$ cat src/rtl/cc_reqrsp_d32_arbiter.sv
// Round-robin arbiter sharing one 32b reqrsp port among NUM_REQ requesters.
// Responses return in order; an ID FIFO remembers which requester owns each
// outstanding request so the p channel can be routed back without tags.
//
// Handshake rule (both q and p channels): a transfer happens in any cycle where
// valid && ready are both high; valid must not depend on ready, and once valid
// is raised the source holds valid and payload stable until the transfer.

package CC_ITF_PKG;
  typedef struct packed {
    logic [31:0] addr;
    logic        write;
    logic [31:0] data;
    logic [3:0]  strb;
  } reqrsp_d32_q_t;

  typedef struct packed {
    logic [31:0] data;
    logic        error;
  } reqrsp_d32_p_t;

  typedef struct packed {
    reqrsp_d32_q_t q;
    logic          q_valid;
    logic          p_ready;
  } reqrsp_d32_req_t;

  typedef struct packed {
    logic          q_ready;
    reqrsp_d32_p_t p;
    logic          p_valid;
  } reqrsp_d32_resps_t;
endpackage

module cc_reqrsp_d32_arbiter
  import CC_ITF_PKG::*;
#(
  parameter int unsigned NUM_REQ         = 3,
  parameter int unsigned MAX_OUTSTANDING = 4
) (
  input  logic                                 clk_i,
  input  logic                                 rst_i,
  input  reqrsp_d32_req_t                      slv_req_i [NUM_REQ],
  output reqrsp_d32_resps_t                    slv_rsp_o [NUM_REQ],
  output reqrsp_d32_req_t                      mst_req_o,
  input  reqrsp_d32_resps_t                    mst_rsp_i,
  output logic [$clog2(MAX_OUTSTANDING+1)-1:0] outstanding_o
);

  localparam int unsigned IW = (NUM_REQ > 1) ? $clog2(NUM_REQ) : 1;
  localparam int unsigned PW = (MAX_OUTSTANDING > 1) ? $clog2(MAX_OUTSTANDING) : 1;
  localparam int unsigned CW = $clog2(MAX_OUTSTANDING + 1);

  logic [IW-1:0] rr_q;
  logic          lock_q;
  logic [IW-1:0] locked_idx_q;

  logic [IW-1:0] fifo_q [MAX_OUTSTANDING];
  logic [PW-1:0] wr_ptr_q;
  logic [PW-1:0] rd_ptr_q;
  logic [CW-1:0] count_q;

  logic [IW-1:0] grant;
  logic          grant_valid;
  logic          full;
  logic          empty;
  logic          q_valid_out;
  logic          q_hs;
  logic          p_hs;
  logic [IW-1:0] head;

  assign full  = (count_q == CW'(MAX_OUTSTANDING));
  assign empty = (count_q == '0);
  assign head  = fifo_q[rd_ptr_q];
  assign outstanding_o = count_q;

  // Pick the requester: a locked grant wins, otherwise scan from rr_q upward.
  always_comb begin
    grant       = '0;
    grant_valid = 1'b0;
    if (lock_q) begin
      grant       = locked_idx_q;
      grant_valid = slv_req_i[locked_idx_q].q_valid;
    end else begin
      for (int k = 0; k < int'(NUM_REQ); k++) begin
        if (!grant_valid && slv_req_i[(int'(rr_q) + k) % int'(NUM_REQ)].q_valid) begin
          grant       = IW'((int'(rr_q) + k) % int'(NUM_REQ));
          grant_valid = 1'b1;
        end
      end
    end
  end

  // Outputs are forced quiet while reset is asserted, whatever the inputs do.
  assign q_valid_out = grant_valid && !full && !rst_i;
  assign q_hs        = q_valid_out && mst_rsp_i.q_ready;
  assign p_hs        = !rst_i && !empty && mst_rsp_i.p_valid && slv_req_i[head].p_ready;

  // Downstream request: muxed payload of the granted requester, zero otherwise.
  always_comb begin
    mst_req_o         = '0;
    mst_req_o.q_valid = q_valid_out;
    mst_req_o.q       = q_valid_out ? slv_req_i[grant].q : '0;
    mst_req_o.p_ready = !rst_i && !empty && slv_req_i[head].p_ready;
  end

  // Per-requester q_ready (granted port only) and p routing to the FIFO head.
  always_comb begin
    for (int i = 0; i < int'(NUM_REQ); i++) begin
      slv_rsp_o[i]         = '0;
      slv_rsp_o[i].q_ready = q_valid_out && (grant == IW'(i)) && mst_rsp_i.q_ready;
      if (!rst_i && !empty && (head == IW'(i))) begin
        slv_rsp_o[i].p       = mst_rsp_i.p;
        slv_rsp_o[i].p_valid = mst_rsp_i.p_valid;
      end
    end
  end

  // Round-robin pointer and grant lock; the lock holds a stalled grant steady.
  always_ff @(posedge clk_i) begin
    if (rst_i) begin
      rr_q         <= '0;
      lock_q       <= 1'b0;
      locked_idx_q <= '0;
    end else if (q_hs) begin
      rr_q   <= IW'((int'(grant) + 1) % int'(NUM_REQ));
      lock_q <= 1'b0;
    end else if (q_valid_out) begin
      lock_q       <= 1'b1;
      locked_idx_q <= grant;
    end
  end

  // ID FIFO storage: owner index written on every accepted request.
  always_ff @(posedge clk_i) begin
    if (q_hs) begin
      fifo_q[wr_ptr_q] <= grant;
    end
  end

  // ID FIFO pointers and occupancy; pointers wrap at MAX_OUTSTANDING.
  always_ff @(posedge clk_i) begin
    if (rst_i) begin
      wr_ptr_q <= '0;
      rd_ptr_q <= '0;
      count_q  <= '0;
    end else begin
      if (q_hs) begin
        wr_ptr_q <= (wr_ptr_q == PW'(MAX_OUTSTANDING - 1)) ? '0 : wr_ptr_q + 1'b1;
      end
      if (p_hs) begin
        rd_ptr_q <= (rd_ptr_q == PW'(MAX_OUTSTANDING - 1)) ? '0 : rd_ptr_q + 1'b1;
      end
      case ({q_hs, p_hs})
        2'b10:   count_q <= count_q + 1'b1;
        2'b01:   count_q <= count_q - 1'b1;
        default: count_q <= count_q;
      endcase
    end
  end

  // Protocol checks: no FIFO overflow/underflow, stalled request held stable.
  a_no_overflow : assert property (@(posedge clk_i) disable iff (rst_i) !(q_hs && full));
  a_no_underflow : assert property (@(posedge clk_i) disable iff (rst_i)
    !(mst_rsp_i.p_valid && empty));
  a_q_stable : assert property (@(posedge clk_i) disable iff (rst_i)
    (mst_req_o.q_valid && !mst_rsp_i.q_ready) |=> (mst_req_o.q_valid && $stable(mst_req_o.q)));

endmodule
$ cat config.mk
export PLATFORM = sky130hd
export DESIGN_NAME = cc_reqrsp_d32_arbiter
export DESIGN_NICKNAME = d
export VERILOG_FILES = /design/src/rtl/cc_reqrsp_d32_arbiter.sv
export SDC_FILE = /design/constraint.sdc
export NUM_CORES = 1
export LEC_CHECK = 0
export BUFFER_PORTS_ARGS = -buffer_cell sky130_fd_sc_hd__buf_2
export CAP_MARGIN = 20
export CORE_AREA = 2 2 166 168
export DETAILED_ROUTE_END_ITERATION = 12
export DIE_AREA = 0 0 168 170
export PLACE_DENSITY = 0.38
export SLEW_MARGIN = 0
export SYNTH_ARGS = -nofsm -noshare
export SYNTH_HDL_FRONTEND = slang
export SYNTH_SLANG_ARGS = --single-unit
export TNS_END_PERCENT = 10
$ cat constraint.sdc
create_clock -name clk_i -period 2.8 [get_ports clk_i]
set_input_delay 0.14 -clock clk_i [delete_from_list [all_inputs] [get_ports clk_i]]
set_output_delay 0.14 -clock clk_i [all_outputs]
set_load 0.02 [all_outputs]
# After elaboration in Yosys (flattened, before gate mapping)
# Memories as Yosys holds them, arrays and structs flattened. A register that Yosys moved wholly into a read port is not among the register bits.
# Index checks and enable logic that the tools add are counted.
[totals]
ramBits = 8
mem_count = 1
register_bits = 12
inputBits = 250
[op_classes]
n_bitwise = 7
order_cmp = 6
reduce_logical = 29
div = 4
addsub = 7
mux = 39
n_eq_ne = 9
[mem_list]
columns = ["memory", "words", "width", "read_ports", "rd_ports_with_merged_regs", "write_ports", "line_no", "source"]
rows = [
  ["fifo_q", 4, 2, 1, 1, 1, "58", "logic [IW-1:0] fifo_q [MAX_OUTSTANDING];"],
]
[ops]
columns = ["operator", "n"]
rows = [
  ["$bmux 71 s2", 6],
  ["$mux 71", 2],
  ["$mux 34", 3],
  ["$ge 32x3->1 const B", 3],
  ["$mod 32x3->32 const B", 3],
  ["$not 32->32", 3],
  ["$mux 69", 1],
  ["$mod 3x3->32 const B", 1],
  ["$mux 2", 16],
  ["$logic_and 1x1->1", 18],
  ["$eq 2x2->1 const B", 5],
  ["$mux 1", 10],
  ["$ge 3x3->1 const B", 3],
  ["$not 2->3", 3],
  ["$add 2x1->3 const B", 2],
  ["$eq 2x1->1 const B", 3],
  ["$pmux 3 s2", 1],
  ["$logic_not 1->1", 5],
  ["$add 2x1->2 const B", 2],
  ["$logic_not 2->1", 2],
  ["$add 2x2->3 const B", 1],
  ["$add 3x1->3 const B", 1],
  ["$eq 3x3->1 const B", 1],
  ["$logic_not 3->1", 1],
  ["5 further kinds", 5],
]

# Logic depth before layout (Yosys ltp)
# Gate-level depths: netlist of the first run.
[logic_depth]
depth_word = 20
depth_mapped = 13
depth_no_buf = 12

# Worst setup path after synthesis of the first run
# OpenSTA, ideal clock, no wires.
[synth_timing]
kind = "register to register"
start = "register rr_q[0]"
end = "register count_q[2], in the netlist outstanding_o[2]"
t_arrival_ps = 2941
slack_ps = -212
path_stages_with_launch = 13
required_ps = 2729
path_cell_list = "dfxtp_1 -> inv_1 -> ha_1 -> buf_2 -> o211a_1 -> or4_1 -> nand3_1 -> ha_1 -> inv_1 -> fa_1 -> xor2_1 -> or3_1 -> a21oi_1"
[synth_between]
elab_chain_len = 20
word_cells_on_any_way = 34
[synth_rtl]
columns = ["item", "line_no", "source"]
rows = [
  ["start: declaration", "54", "logic [IW-1:0] rr_q;"],
  ["start signal: assignment", "126", "rr_q <= IW'((int'(grant) + 1) % int'(NUM_REQ));"],
  ["branches (longest 13 deep; another with $mod 32x3->32)", "n/a", ""],
  ["$mux 1 *", "86", "if (!grant_valid && slv_req_i[(int'(rr_q) + k) % int'(NUM_REQ)].q_valid) begin"],
  ["$mux 1 *", "81", "if (lock_q) begin"],
  ["$logic_and 1x1->1 * (2 in a row)", "95", "assign q_valid_out = grant_valid && !full && !rst_i;"],
  ["$logic_and 1x1->1 *", "96", "assign q_hs = q_valid_out && mst_rsp_i.q_ready;"],
  ["$eq 2x1->1 / $eq 2x2->1 (equally long branches)", "154", "case ({q_hs, p_hs})"],
  ["$pmux 3 s2 / $reduce_bool 2->1 (equally long branches)", "n/a", ""],
  ["end signal: assignment", "155", "2'b10: count_q <= count_q + 1'b1;"],
  ["end signal: assignment", "156", "2'b01: count_q <= count_q - 1'b1;"],
  ["end signal: assignment", "157", "default: count_q <= count_q;"],
  ["end: declaration", "61", "logic [CW-1:0] count_q;"],
]
# Mark *: on every way between the ends. The select of a mux whose other input is x is not followed.
# A chain may end at the register's enable or synchronous reset.

==> results, run 1 <==
- The kind of capture point of the worst setup path is a flop.
- The number of global-route vias before repair is about 5k.
- The worst clock skew on the final layout is 0.00152 ns.
- The post-detailed-route via-to-cell ratio is ~4.2.
- For this run, design rule violations remaining after detail routing come to 0.
- The number of rows in the core area is 60.
- Counting flops with a built-in enable in the synthesized netlist gives 8.
- The flow ran to the end, and the final reports show no timing, DRC or antenna violations.
- The ratio of cells with drive above 1 in the final layout is 0.556.
- The CTS tree is built.
- The fraction of synthesis flops using an asynchronous set or reset pin is 0.
- The number of endpoints with negative hold slack in the final report is 0.
- The setup slack on the worst flop-to-flop path is about 0.042 ns.
- The tool flagged a number of max-cap violations equal to 0.
- The synthesis-to-layout area growth is 85.2%.
- Of the total power, the share spent switching nets is 0.483.
- At the pin with the least slew margin, the transition time is ~0.56 ns.
- The number of nets in the synthesized netlist is around 750.
- Total power for the finished layout comes to approximately 3.5 mW.
- The clock network latency to the later pin of the worst-skew pair is between 0.2 and 0.3 ns.
- The residual overflow from global routing is 0.
- Together, buffers and inverters on the worst path number 1.
- In the layout the commonest cells are buf_2 (426), and2_1 (100), mux2i_1 (75), nand2_1 (75), o22ai_1 (64).
- In this run the power density over the cells is about 520 nW/um2.
- After routing the design area is 6660 um2.
- The die covers between 20000 and 30000 um2.
- The worst voltage drop across the vdd grid is 244 uV.
- Measured along the x axis, the die boundary spans between 150 and 200 um.
- The total I/O pin count is between 400 and 500.
- The synthesized netlist occupies a cell area of 3600 um2.
- In this run, distinct cell masters in the synthesized netlist total 43.
- The placed instances occupy a cell area of ~6200 um2.
- The height of the die is around 170 um.
- The cell count of the worst hold path is 3.
- The clock passes through at most 2 buffers.
- Of the total power, registers draw 0.117.
- The first global-routing pass estimated a little over 30000 um of wire.
- Once detailed placement completed, the half-perimeter wirelength came to between 15000 and 20000 um.
- The number of vias after detailed routing is between 5k and 6k.
- The combinational share of power is 0.768.
- At the end of routability-driven placement, the weighted congestion stood at around 0.79.
- The count of mapped cells out of synthesis is 489.
- The startpoint of the worst hold path is rst_i.
- The min-delay analysis places its worst path in the category input port to flop.
- The prevailing post-synth register cell is dfxtp_1.
- The H-tree depth is 1.
- The number of CTS-inserted buffers is 3.
- The largest total area in the synthesized netlist belongs to mux2i_1.
- The number of instances in the placed design is approximately 1.2k.
- For this run, the register share of the synthesized area comes to 0.145.
- Hold is met by between 0.3 and 0.4 ns.
- Port buffering added about 430 buffers.
- Fill cells in the final layout number 3075.
- For this run, the number of Yosys warnings is 0.
- The most common library cell in the layout ignoring fill and taps is buf_2.
- The post-synthesis average cell area is roughly 7.4 um2.
- Dividing the detail-routed wire length by the instance count gives 18.2 um.
- The largest stage delay on the critical path is roughly 0.51 ns.
- The number of antenna violations at the first check in global routing is 12.
- Setup violations remaining at the end of the flow were counted as 0.
- Yosys attributes the largest share of cell area to mux2i_1 (22%), and2_1 (17%), o22ai_1 (12%).
- The hold-fix buffer count after cts is 0.
- Of the total power, the clock network draws 0.115.
- The ratio of final minimum period to clock period is 0.985.
- Entering global routing, the biggest net connects a little over 70 pins.
- Static timing analysis puts the maximum clock frequency at 363 MHz.
- Setup repair after global routing could not meet its margin everywhere.
- The number of register bits inferred by synthesis is 22.
- Data arrives at the worst endpoint at between 2 and 3 ns.
- The worst setup path is launched from a flop.
- The total routed wirelength is ~23000 um.
- Walking the worst path, the cells encountered are mux4_2 > or3_4 > o32ai_4 > ha_4 > inv_2 > fa_2 > xor2_1 > or3_1 > a21oi_1.
- The cell at the slowest stage of the critical path is mux4_2.
- For this design, the sink count on the clock tree is 22.
- The number of max-slew violations in the final report is 0.
- For this block, the initial DRC count from the detailed router was about 140.
- The kind of critical path is flop to flop.
- The total leakage power is between 3 and 4 nW.
- The core outline area is approximately 27000 um2.
- At the end of the flow, the number of nets in the layout was about 1.2k.
- The starting density of the core is 0.135.
- The reg-to-reg endpoint is outstanding_o[2]$_SDFFE_PP0P_.
- In this run the worst path has a maximum fanout of 4.
- The number of search-and-repair iterations in the first detailed-routing pass is 5.
- In this run the power spent charging and discharging nets is 1.69 mW.
- At the end of the flow the core is filled with cells to 0.250.
- After clock tree synthesis, the clock-pin slew on the worst setup and hold paths is approximately 0.060 ns.
- Measured in cells, the most critical reg-to-reg path has a length of 9.
- Once detail routing completed, the nets flagged for antenna violations numbered 0.
- The filler-free cell count of the finished design is 1260.
- The kind of cell with the highest combined delay along the critical path is simple AND/OR/NAND/NOR gates.
- The data required time at the worst endpoint is 2.99 ns.
- The total track usage is 0.138.
- The clock root buffer master is clkbuf_16.
- The sink of the worst hold path is outstanding_o[0]$_SDFFE_PP0P_.
- The top-area cell type share of the netlist area is 0.217.
- The internal cell power is around 1.8 mW.
- The worst slew margin relative to its limit is 0.621.
- The minimum period implied by the final worst setup slack is 2.76 ns.
[registers in the layout, summed over array words and instances, names as in the netlist, named ones only]
name / count
wr_ptr_q: 2
rr_q: 2
rd_ptr_q: 2
lock_q: 1
fifo_q: 8
locked_idx_q: 2
outstanding_o: 3
[logic make-up (layout without fill, tap and decap cells)]
logic type	Yosys count	in the layout	share of synthesized area
flip-flops	22	22	0.145
adder cells (fa/ha/maj)	13	13	0.0473
multiplexers	86	86	0.248
AND/OR/NAND/NOR	223	223	0.326
XOR/XNOR	2	2	0.00487
other	0	6	0
AO/OA/AOI/OAI	87	87	0.155
buffers and inverters	56	480	0.0734
[metal layers]
| layer | vias to the layer above | track usage | part of all wire |
|---|---|---|---|
| li1 | 2576 | - | - |
| met1 | 2350 | 0.142 | 0.36 |
| met2 | 290 | 0.268 | 0.52 |
| met3 | 32 | 0.0495 | 0.096 |
| met4 | 8 | 0.0268 | 0.020 |
| met5 | - | 0 | 0.0022 |
[timing repair]
action,in CTS,in global routing
setup buffers,1,9
setup endpoints to repair,4,71
resized for setup,4,29
cloned,0,5
pin swaps,1,2
[power by group through the flow]
stage	combinational (mW)	clock (mW)	sequential [mW]
3_3_place_gp	2.42	0	0.414
3_5_place_dp	2.41	0	0.415
5_1_grt	2.89	0.424	0.416
4_1_cts	2.43	0.411	0.408
6_report	2.68	0.403	0.409
2_1_floorplan	1.52	0	0.413
[per-stage QoR]
step,setup TNS (ns),worst slack (ns)
2_1_floorplan,0,0.0227
3_3_place_gp,0,0.00607
3_5_place_dp,-0.0244,-0.0244
4_1_cts,-0.00366,-0.00196
5_1_grt,-0.140,-0.0528
6_report,0,0.0423
[worst min-delay path, delay by kind of cell]
kind | cells | cell delay (ns)
simple gates | 1 | 0.10
buf+inv | 2 | 0.33
[cell usage after synthesis (2+ instances only)]
cell type	count
and2_1	100
mux2i_1	78
nand2_1	76
o22ai_1	70
clkbuf_1	26
nor2_1	18
buf_2	17
dfxtp_1	14
ha_1	12
inv_1	10
edfxtp_1	8
and3_1	7
mux2_2	6
a21oi_1	4
nand2b_1	4
nor3_1	4
o21ai_0	3
a21boi_0	2
mux4_2	2
nand3_1	2
nor4b_1	2
o21bai_1	2
xor2_1	2
[worst max path at each step]
stage | cells past startpoint | slack (ns) | end | start
2_1_floorplan | 12 | 0.02 | outstanding_o[2]$_SDFFE_PP0P_ | rr_q[0]$_SDFFE_PP0P_
3_3_place_gp | 9 | 0.006 | outstanding_o[2]$_SDFFE_PP0P_ | flop
3_5_place_dp | 10 | -0.02 | outstanding_o[2]$_SDFFE_PP0P_ | flop
4_1_cts | 11 | -0.002 | mst_req_o[6] | rr_q[0]$_SDFFE_PP0P_
5_1_grt | 11 | -0.05 | mst_req_o[17] | rr_q[0]$_SDFFE_PP0P_
6_report | 9 | 0.04 | outstanding_o[2]$_SDFFE_PP0P_ | flop
[layout make-up]
cell class	instances	area [um2]	area share
multi-input cells	411	2960	0.444
repair buffers	466	2590	0.389
flip-flops and latches	22	526	0.0789
well taps	341	427	0.0640
clock buffers	3	75.1	0.0113
inverters	10	37.5	0.00563
clock inverters	1	30.0	0.00451
diodes	6	15.0	0.00225
(Power assumes the default switching activity.)
==> inputs of run 2 (changes only) <==
Settings changed: PLACE_DENSITY 0.38 to 0.44.
==> results, run 2 (synthesized netlist as in run 1, its figures left out) <==
- The chip width is 168 um (unchanged).
- The flow ran to the end, and the final reports show no timing, DRC or antenna violations.
- The number of CTS-inserted buffers is 3 (unchanged).
- The total track usage is 0.142 (+0.00410).
- The worst voltage drop across the vdd grid is 209 uV (-14%).
- STA classifies the critical path endpoint as a flop.
- The residual overflow from global routing is 0 (unchanged).
- The worst min-delay path category is input port to flop.
- The filler-free cell count of the finished design came to 1262 (+0.16%).
- The estimated wirelength of the detail-placed design is 18600 um (+1.8%).
- The number of cells on the worst reg-to-reg path is 9 (unchanged).
- The slew at the pin closest to its max-slew limit is 0.588 ns (+0.0242 ns).
- The count of buffers inserted at the top-level ports is 428 (unchanged).
- STA classifies the critical path startpoint as a flop.
- The total leakage power was 4.00 nW (+2.9%).
- For hold timing, the worst endpoint is wr_ptr_q[1]$_SDFFE_PP0P_.
- The number of search-and-repair iterations in the first detailed-routing pass was 4 (-1).
- The detailed router's first-iteration violation count came to 177 (+28%).
- The synthesis-to-layout area growth is 97.2%.
- The number of instances in the placed design is 1235 (unchanged).
- TritonCTS built the clock tree.
- The top cell types in the final layout, fill and taps aside, are buf_2 (377), and2_1 (100), mux2i_1 (75), nand2_1 (75), buf_4 (72).
- The reg-to-reg endpoint is outstanding_o[2]$_SDFFE_PP0P_.
- The critical path in this run is classified as flop to flop.
- The core outline area is 26700 um2 (unchanged).
- The count of antenna-violating nets left after detailed routing is 0 (unchanged).
- The clock network fraction of design power is 0.104 (-0.011).
- The number of global-route vias before repair is 4975 (-0.66%).
- The number of antenna violations at the first check in global routing is 9 (-3).
- The tree is rooted in a clkbuf_16.
- The data arrival time at the worst-slack endpoint is 2.95 ns (about the same).
- The number of nets in the finished design is 1181 (+0.34%).
- The power density over the cells is 548 nW/um2 (+4.4%).
- Ranked by flip-flop count, first place goes to fifo_q.
- The share of power burned in registers came to 0.106 (-0.011).
- The number of max-slew violations in the final report is 0 (unchanged).
- The flip-flop count of the largest register, all copies and words added came to 8 (unchanged).
- The number of setup violations in the final report is 0 (unchanged).
- The ratio of cells with drive above 1 in the final layout is 0.590 (+0.0336).
- The count of maximum capacitance violations is 0 (unchanged).
- The combinational share of power is 0.790 (+0.022).
- The worst slew margin relative to its limit is 0.605 (-0.0163).
- The maximum number of pins on one net before global-route repair is 73 (+2.8%).
- The startpoint of the worst hold path is rst_i.
- The final weighted congestion of routability-driven global placement is 0.859 (+8.1%).
- The largest driver fanout on the critical path is 4 (unchanged).
- The number of endpoints with negative hold slack in the final report is 0 (unchanged).
- The highest clock rate came to 364 MHz (+0.30%).
- The total number of clock tree sinks came to 22 (unchanged).
- The first-pass GRT wire length came to 31000 um (+2.1%).
- The die area was 28600 um2 (unchanged).
- Setup repair after global routing could not meet its margin everywhere.
- The worst clock skew on the final layout is 0.00198 ns (+0.000461 ns).
- The setup slack on the worst flop-to-flop path came to 0.05 ns (about the same).
- The net switching power is 1.83 mW (+8.5%).
- The post-detailed-route via-to-cell ratio is 4.27 (+2.3%).
- The remaining design rule violation count is 0 (unchanged).
- The total routed wirelength came to 23900 um (+4.4%).
- The most common library cell in the layout ignoring fill and taps is buf_2.
- The cell count of the worst hold path came to 3 (unchanged).
- The H-tree depth is 1 (unchanged).
- The height of the die is 170 um (unchanged).
- The clock network latency to the later pin of the worst-skew pair is 0.26 ns (about the same).
- The maximum number of buffers from clock root to sink is 2 (unchanged).
- The switching share of power is 0.471 (-0.0116).
- The total I/O pin count is 429 (unchanged).
- The number of vias after detailed routing is 5384 (+2.4%).
- The CTS clock-pin slew for the worst setup and hold paths is 0.06 ns (about the same).
- The post-layout total power is 3.89 mW (+11%).
- The ratio of final minimum period to clock period is 0.982 (-0.00291).
- The number of rows in the core area is 60 (unchanged).
- The data required time at the worst endpoint is 3.00 ns (about the same).
- The starting density of the core is 0.135 (unchanged).
- The worst slack on hold paths came to 0.295 ns (-0.0612 ns).
- The minimum period implied by the final worst setup slack came to 2.75 ns (-0.00814 ns).
- The internal cell power is 2.05 mW (+14%).
- The routed wirelength normalized by instance count is 19.0 um (+4.2%).
## run 2: metal layers
layer	share of wire	wire (um)	vias up	track usage
met4	0.016	391	8	0.0352
met3	0.097	2320	29	0.0474
met2	0.50	12000	312	0.257
met1	0.38	9110	2457	0.161
li1	-	-	2578	-
met5	0.0023	55	-	0
## run 2: layout make-up
type                       instances  area (um2)
fill                            3015       19600
multi-input combinational        411        3150
timing repair buffer             470        2840
sequential                        22         526
tap                              341         427
clock buffer                       3        75.1
inverter                          10        37.5
clock inverter                     1        30.0
antenna                            4        10.0
## run 2: repair_timing
item                                   in CTS  in global routing
gates cloned                                1                  7
pin swaps                                   2                  7
setup endpoints to repair                  25                 72
gates resized for setup                     8                102
setup buffers                               2                  9
endpoints found under the hold margin       0                  0
hold buffers                                0                  0
## run 2: worst max-delay path, stage by stage, from the launching register on
cell	delay (ns)
dfxtp_4	0.37
mux4_2	0.51
or3_4	0.36
o32ai_4	0.33
ha_4	0.18
inv_2	0.03
fa_2	0.32
xor2_1	0.15
or3_1	0.32
a21oi_2	0.11
## run 2: how the worst max path moves through the flow
stage	cells after the start	from	endpoint	slack (ns)
global placement	9	flop	outstanding_o[2]$_SDFFE_PP0P_	0.008
CTS	10	rr_q[0]$_SDFFE_PP0P_	mst_req_o[47]	-0.03
global route	11	rr_q[1]$_SDFFE_PP0P_	mst_req_o[45]	-0.07
finish	9	flop	outstanding_o[2]$_SDFFE_PP0P_	0.05
detailed placement	10	flop	outstanding_o[2]$_SDFFE_PP0P_	-0.04
floorplan	12	rr_q[0]$_SDFFE_PP0P_	outstanding_o[2]$_SDFFE_PP0P_	0.02
## run 2: metrics by stage
stage | TNS [ns] | utilization | instance area, um2 | setup WS (ns)
global placement | 0 | 0.236 | 6280 | 0.00835
finish | 0 | 0.266 | 7090 | 0.0505
CTS | -0.104 | 0.242 | 6460 | -0.0277
global route | -3.21 | 0.266 | 7090 | -0.0692
floorplan | 0 | - | 3650 | 0.0227
detailed placement | -0.0389 | 0.236 | 6280 | -0.0389
## run 2: power groups by stage
stage / clock network (mW) / logic [mW] / registers [mW]
detailed placement: 0 / 2.44 / 0.416
global placement: 0 / 2.44 / 0.413
finish: 0.406 / 3.07 / 0.411
floorplan: 0 / 1.52 / 0.413
global route: 0.432 / 3.25 / 0.415
CTS: 0.418 / 2.52 / 0.409
==> inputs of run 3 (changes only) <==
Settings changed: ABC_AREA from default to 1, PLACE_DENSITY 0.44 to 0.47.
==> results, run 3 <==
- The maximum number of buffers from clock root to sink came to 2 (unchanged).
- The H-tree depth is 1 (unchanged).
- The total routed wirelength is 24100 um (+0.68%).
- The leading cell type by number of instances after synthesis is nand3_1.
- The highest clock rate came to 369 MHz (+1.5%).
- The prevailing post-synth register cell is dfxtp_1.
- The total number of clock tree sinks came to 22 (unchanged).
- The worst voltage drop across the vdd grid came to 393 uV (+88%).
- The count of maximum capacitance violations is 0 (unchanged).
- The maximum number of pins on one net before global-route repair was 72 (-1.4%).
- Sorting the synthesized cells by how often they occur yields nand3_1 (225), inv_1 (205), nor2_1 (115).
- The residual overflow from global routing is 0 (unchanged).
- The height of the die is 170 um (unchanged).
- The count of mapped cells out of synthesis was 863 (+76%).
- The chip width is 168 um (unchanged).
- The remaining design rule violation count is 0 (unchanged).
- The synthesis-to-layout area growth is 66.2%.
- The minimum period implied by the final worst setup slack is 2.71 ns (-0.0400 ns).
- The ratio of final minimum period to clock period came to 0.968 (-0.0143).
- The count of buffers inserted at the top-level ports was 428 (unchanged).
- The hold-fix buffer count after cts is 0 (unchanged).
- The top-area cell type share of the netlist area came to 0.256 (+0.0386).
- The count of yosys warnings during synthesis is 0 (unchanged).
- The filler-free cell count of the finished design is 1618 (+28%).
- The number of nets in the synthesized netlist is 1126 (+50%).
- The top cell types in the final layout, fill and taps aside, are buf_2 (409), nand3_1 (225), inv_1 (202), nor2_1 (115), nand2_1 (104).
- The flow ran to the end, and the final reports show no timing, DRC or antenna violations.
- TritonCTS built the clock tree.
- Setup repair after global routing could not meet its margin everywhere.
- The number of global-route vias before repair was 6310 (+27%).
- The first-pass GRT wire length came to 34100 um (+10%).
- The number of setup violations in the final report is 0 (unchanged).
- The post-detailed-route via-to-cell ratio is 4.27 (about the same).
- The number of antenna violations at the first check in global routing is 8 (-1).
- The count of antenna-violating nets left after detailed routing is 0 (unchanged).
- The routed wirelength normalized by instance count is 14.9 um (-21%).
- The number of search-and-repair iterations in the first detailed-routing pass is 4 (unchanged).
- The final weighted congestion of routability-driven global placement came to 0.863 (+0.45%).
- The ratio of cells with drive above 1 in the final layout is 0.394 (-0.196).
- The detailed router's first-iteration violation count is 273 (+54%).
- The largest register by flop count is fifo_q.
- The share of synthesized area occupied by flip-flops and latches was 0.118 (-0.0265).
- The number of rows in the core area came to 60 (unchanged).
- The kind of capture point of the worst setup path is a primary output.
- The estimated wirelength of the detail-placed design is 18400 um (-1.0%).
- The total leakage power is 4.65 nW (+16%).
- The worst slew margin relative to its limit is 0.461 (-0.143).
- The slew at the pin closest to its max-slew limit came to 0.808 ns (+0.220 ns).
- The number of endpoints with negative hold slack in the final report is 0 (unchanged).
- The data required time at the worst endpoint is 2.66 ns (-0.34 ns).
- The setup slack on the worst flop-to-flop path is 0.25 ns (+0.20 ns).
- The total I/O pin count is 429 (unchanged).
- The number of max-slew violations in the final report is 0 (unchanged).
- The number of unique standard cell types used by synthesis is 31 (-28%).
- The flip-flop count of the largest register, all copies and words added was 8 (unchanged).
- The number of instances in the placed design is 1593 (+29%).
- The die area is 28600 um2 (unchanged).
- The clock network latency to the later pin of the worst-skew pair is 0.25 ns (about the same).
- The post-synthesis average cell area was 5.10 um2 (-31%).
- The post-layout total power is 4.12 mW (+6.0%).
- nand3_1 takes more of the synthesized area than any other cell.
- The critical path is of the flop to primary output type.
- The core outline area is 26700 um2 (unchanged).
- The number of nets in the finished design was 1534 (+30%).
- The number of vias after detailed routing came to 6905 (+28%).
- Yosys attributes the largest share of cell area to nand3_1 (26%), inv_1 (17%), nor2_1 (9.8%).
- The number of register bits inferred by synthesis is 22 (unchanged).
- The number of CTS-inserted buffers came to 3 (unchanged).
- The data arrival time at the worst-slack endpoint is 2.57 ns (-0.38 ns).
- The total track usage is 0.150 (+0.00766).
- The worst clock skew on the final layout is 0.00710 ns (+0.00512 ns).
- The worst setup path is launched from a flop.
- The library cell used most frequently in the layout, excluding fill and tap cells, is buf_2.
- The fraction of synthesis flops using an asynchronous set or reset pin is 0 (unchanged).
- The starting density of the core is 0.165 (+0.0303).
- The count of flip-flops with a built-in enable after synthesis was 8 (unchanged).
- The synthesized cell area is 4400 um2 (+22%).
- The clock root buffer master is clkbuf_16.
- The CTS clock-pin slew for the worst setup and hold paths is 0.06 ns (about the same).
- The power density over the cells came to 563 nW/um2 (+2.7%).
- The largest driver fanout on the critical path is 9 (+5).
- The worst min-delay path category is input port to flop.
==> run 3: cell types whose count changed after synthesis, moves of 10 or more <==
cell / before / now
nand2_1: 76 / 108
o22ai_1: 70 / 0
nor2_1: 18 / 115
nand3_1: 2 / 225
and2_1: 100 / 0
buf_4: 1 / 11
inv_1: 10 / 205
mux2i_1: 78 / 0
a21oi_1: 4 / 82
==> run 3: worst max-delay path, stage by stage, from the launching register on <==
cell and delay, ns:
dfxtp_2 0.35, inv_1 0.08, ha_4 0.26, inv_2 0.08
nand3_1 0.10, nand2_2 0.12, nand3_4 0.10, o21ai_4 0.21
nor2_2 0.10, nor2_8 0.14, buf_12 0.16, clkbuf_16 0.16
nand3_1 0.07, a21oi_1 0.18, buf_2 0.20
==> run 3: worst paths after layout <==
check	start	endpoint	cells past startpoint
worst max-delay path	rr_q[0]$_SDFFE_PP0P_	mst_req_o[57]	14
worst min-delay path	rst_i	lock_q$_SDFFE_PP0N_	2
worst max register to register	rr_q[0]$_SDFFE_PP0P_	outstanding_o[2]$_SDFFE_PP0P_	17
worst min register to register	outstanding_o[0]$_SDFFE_PP0P_	outstanding_o[0]$_SDFFE_PP0P_	1
==> run 3: logic make-up (layout without fill, tap and decap cells) <==
kind of cell | count (synthesis) | count (layout) | share of synthesized area
DFF | 22 | 22 | 0.118
buffers and inverters | 269 | 676 | 0.257
adders and majority gates | 13 | 13 | 0.0386
and+or+nand+nor | 460 | 460 | 0.471
AOI/OAI and AO/OA | 99 | 99 | 0.116
other | 0 | 7 | 0
==> run 3: where the power goes <==
| part | internal (mW) | switching (mW) | leakage (nW) | total (mW) |
|---|---|---|---|---|
| clock | 0.194 | 0.106 | 0.0382 | 0.300 |
| combinational | 1.28 | 2.15 | 4.43 | 3.43 |
| sequential | 0.370 | 0.0223 | 0.189 | 0.393 |
==> run 3: layer usage <==
layer | vias to the layer above | global-route usage | wire length (um)
met3 | 16 | 0.0440 | 2150
met2 | 333 | 0.277 | 12200
met1 | 3051 | 0.170 | 9390
met5 | - | 0 | 7
li1 | 3503 | - | -
met4 | 2 | 0.0329 | 320
==> run 3: stage by stage <==
step | TNS [ns] | setup WS [ns] | cell area, um2 | hold WS (ns) | util
CTS | 0 | 0.0259 | 7090 | 0.165 | 0.266
global placement | 0 | 0.179 | 6880 | 0.422 | 0.258
floorplan | 0 | 0.0256 | 4400 | 0.218 | -
detailed placement | 0 | 0.150 | 6880 | 0.431 | 0.258
global route | -1.72 | -0.0591 | 7320 | 0.175 | 0.275
finish | 0 | 0.0905 | 7320 | 0.167 | 0.275
==> run 3: area by class of cell <==
type	count	area (um2)
fill	3096	19300
antenna	7	17.5
sequential	22	522
tap	341	427
timing repair buffer	465	2640
clock buffer	4	78.8
inverter	207	777
multi-input combinational	572	2860
==> run 3: repair_timing <==
item	CTS	global route
cloned	0	3
pin swaps	2	9
buffers inserted	10	1
gates resized for setup	11	37
setup endpoints to repair	64	73
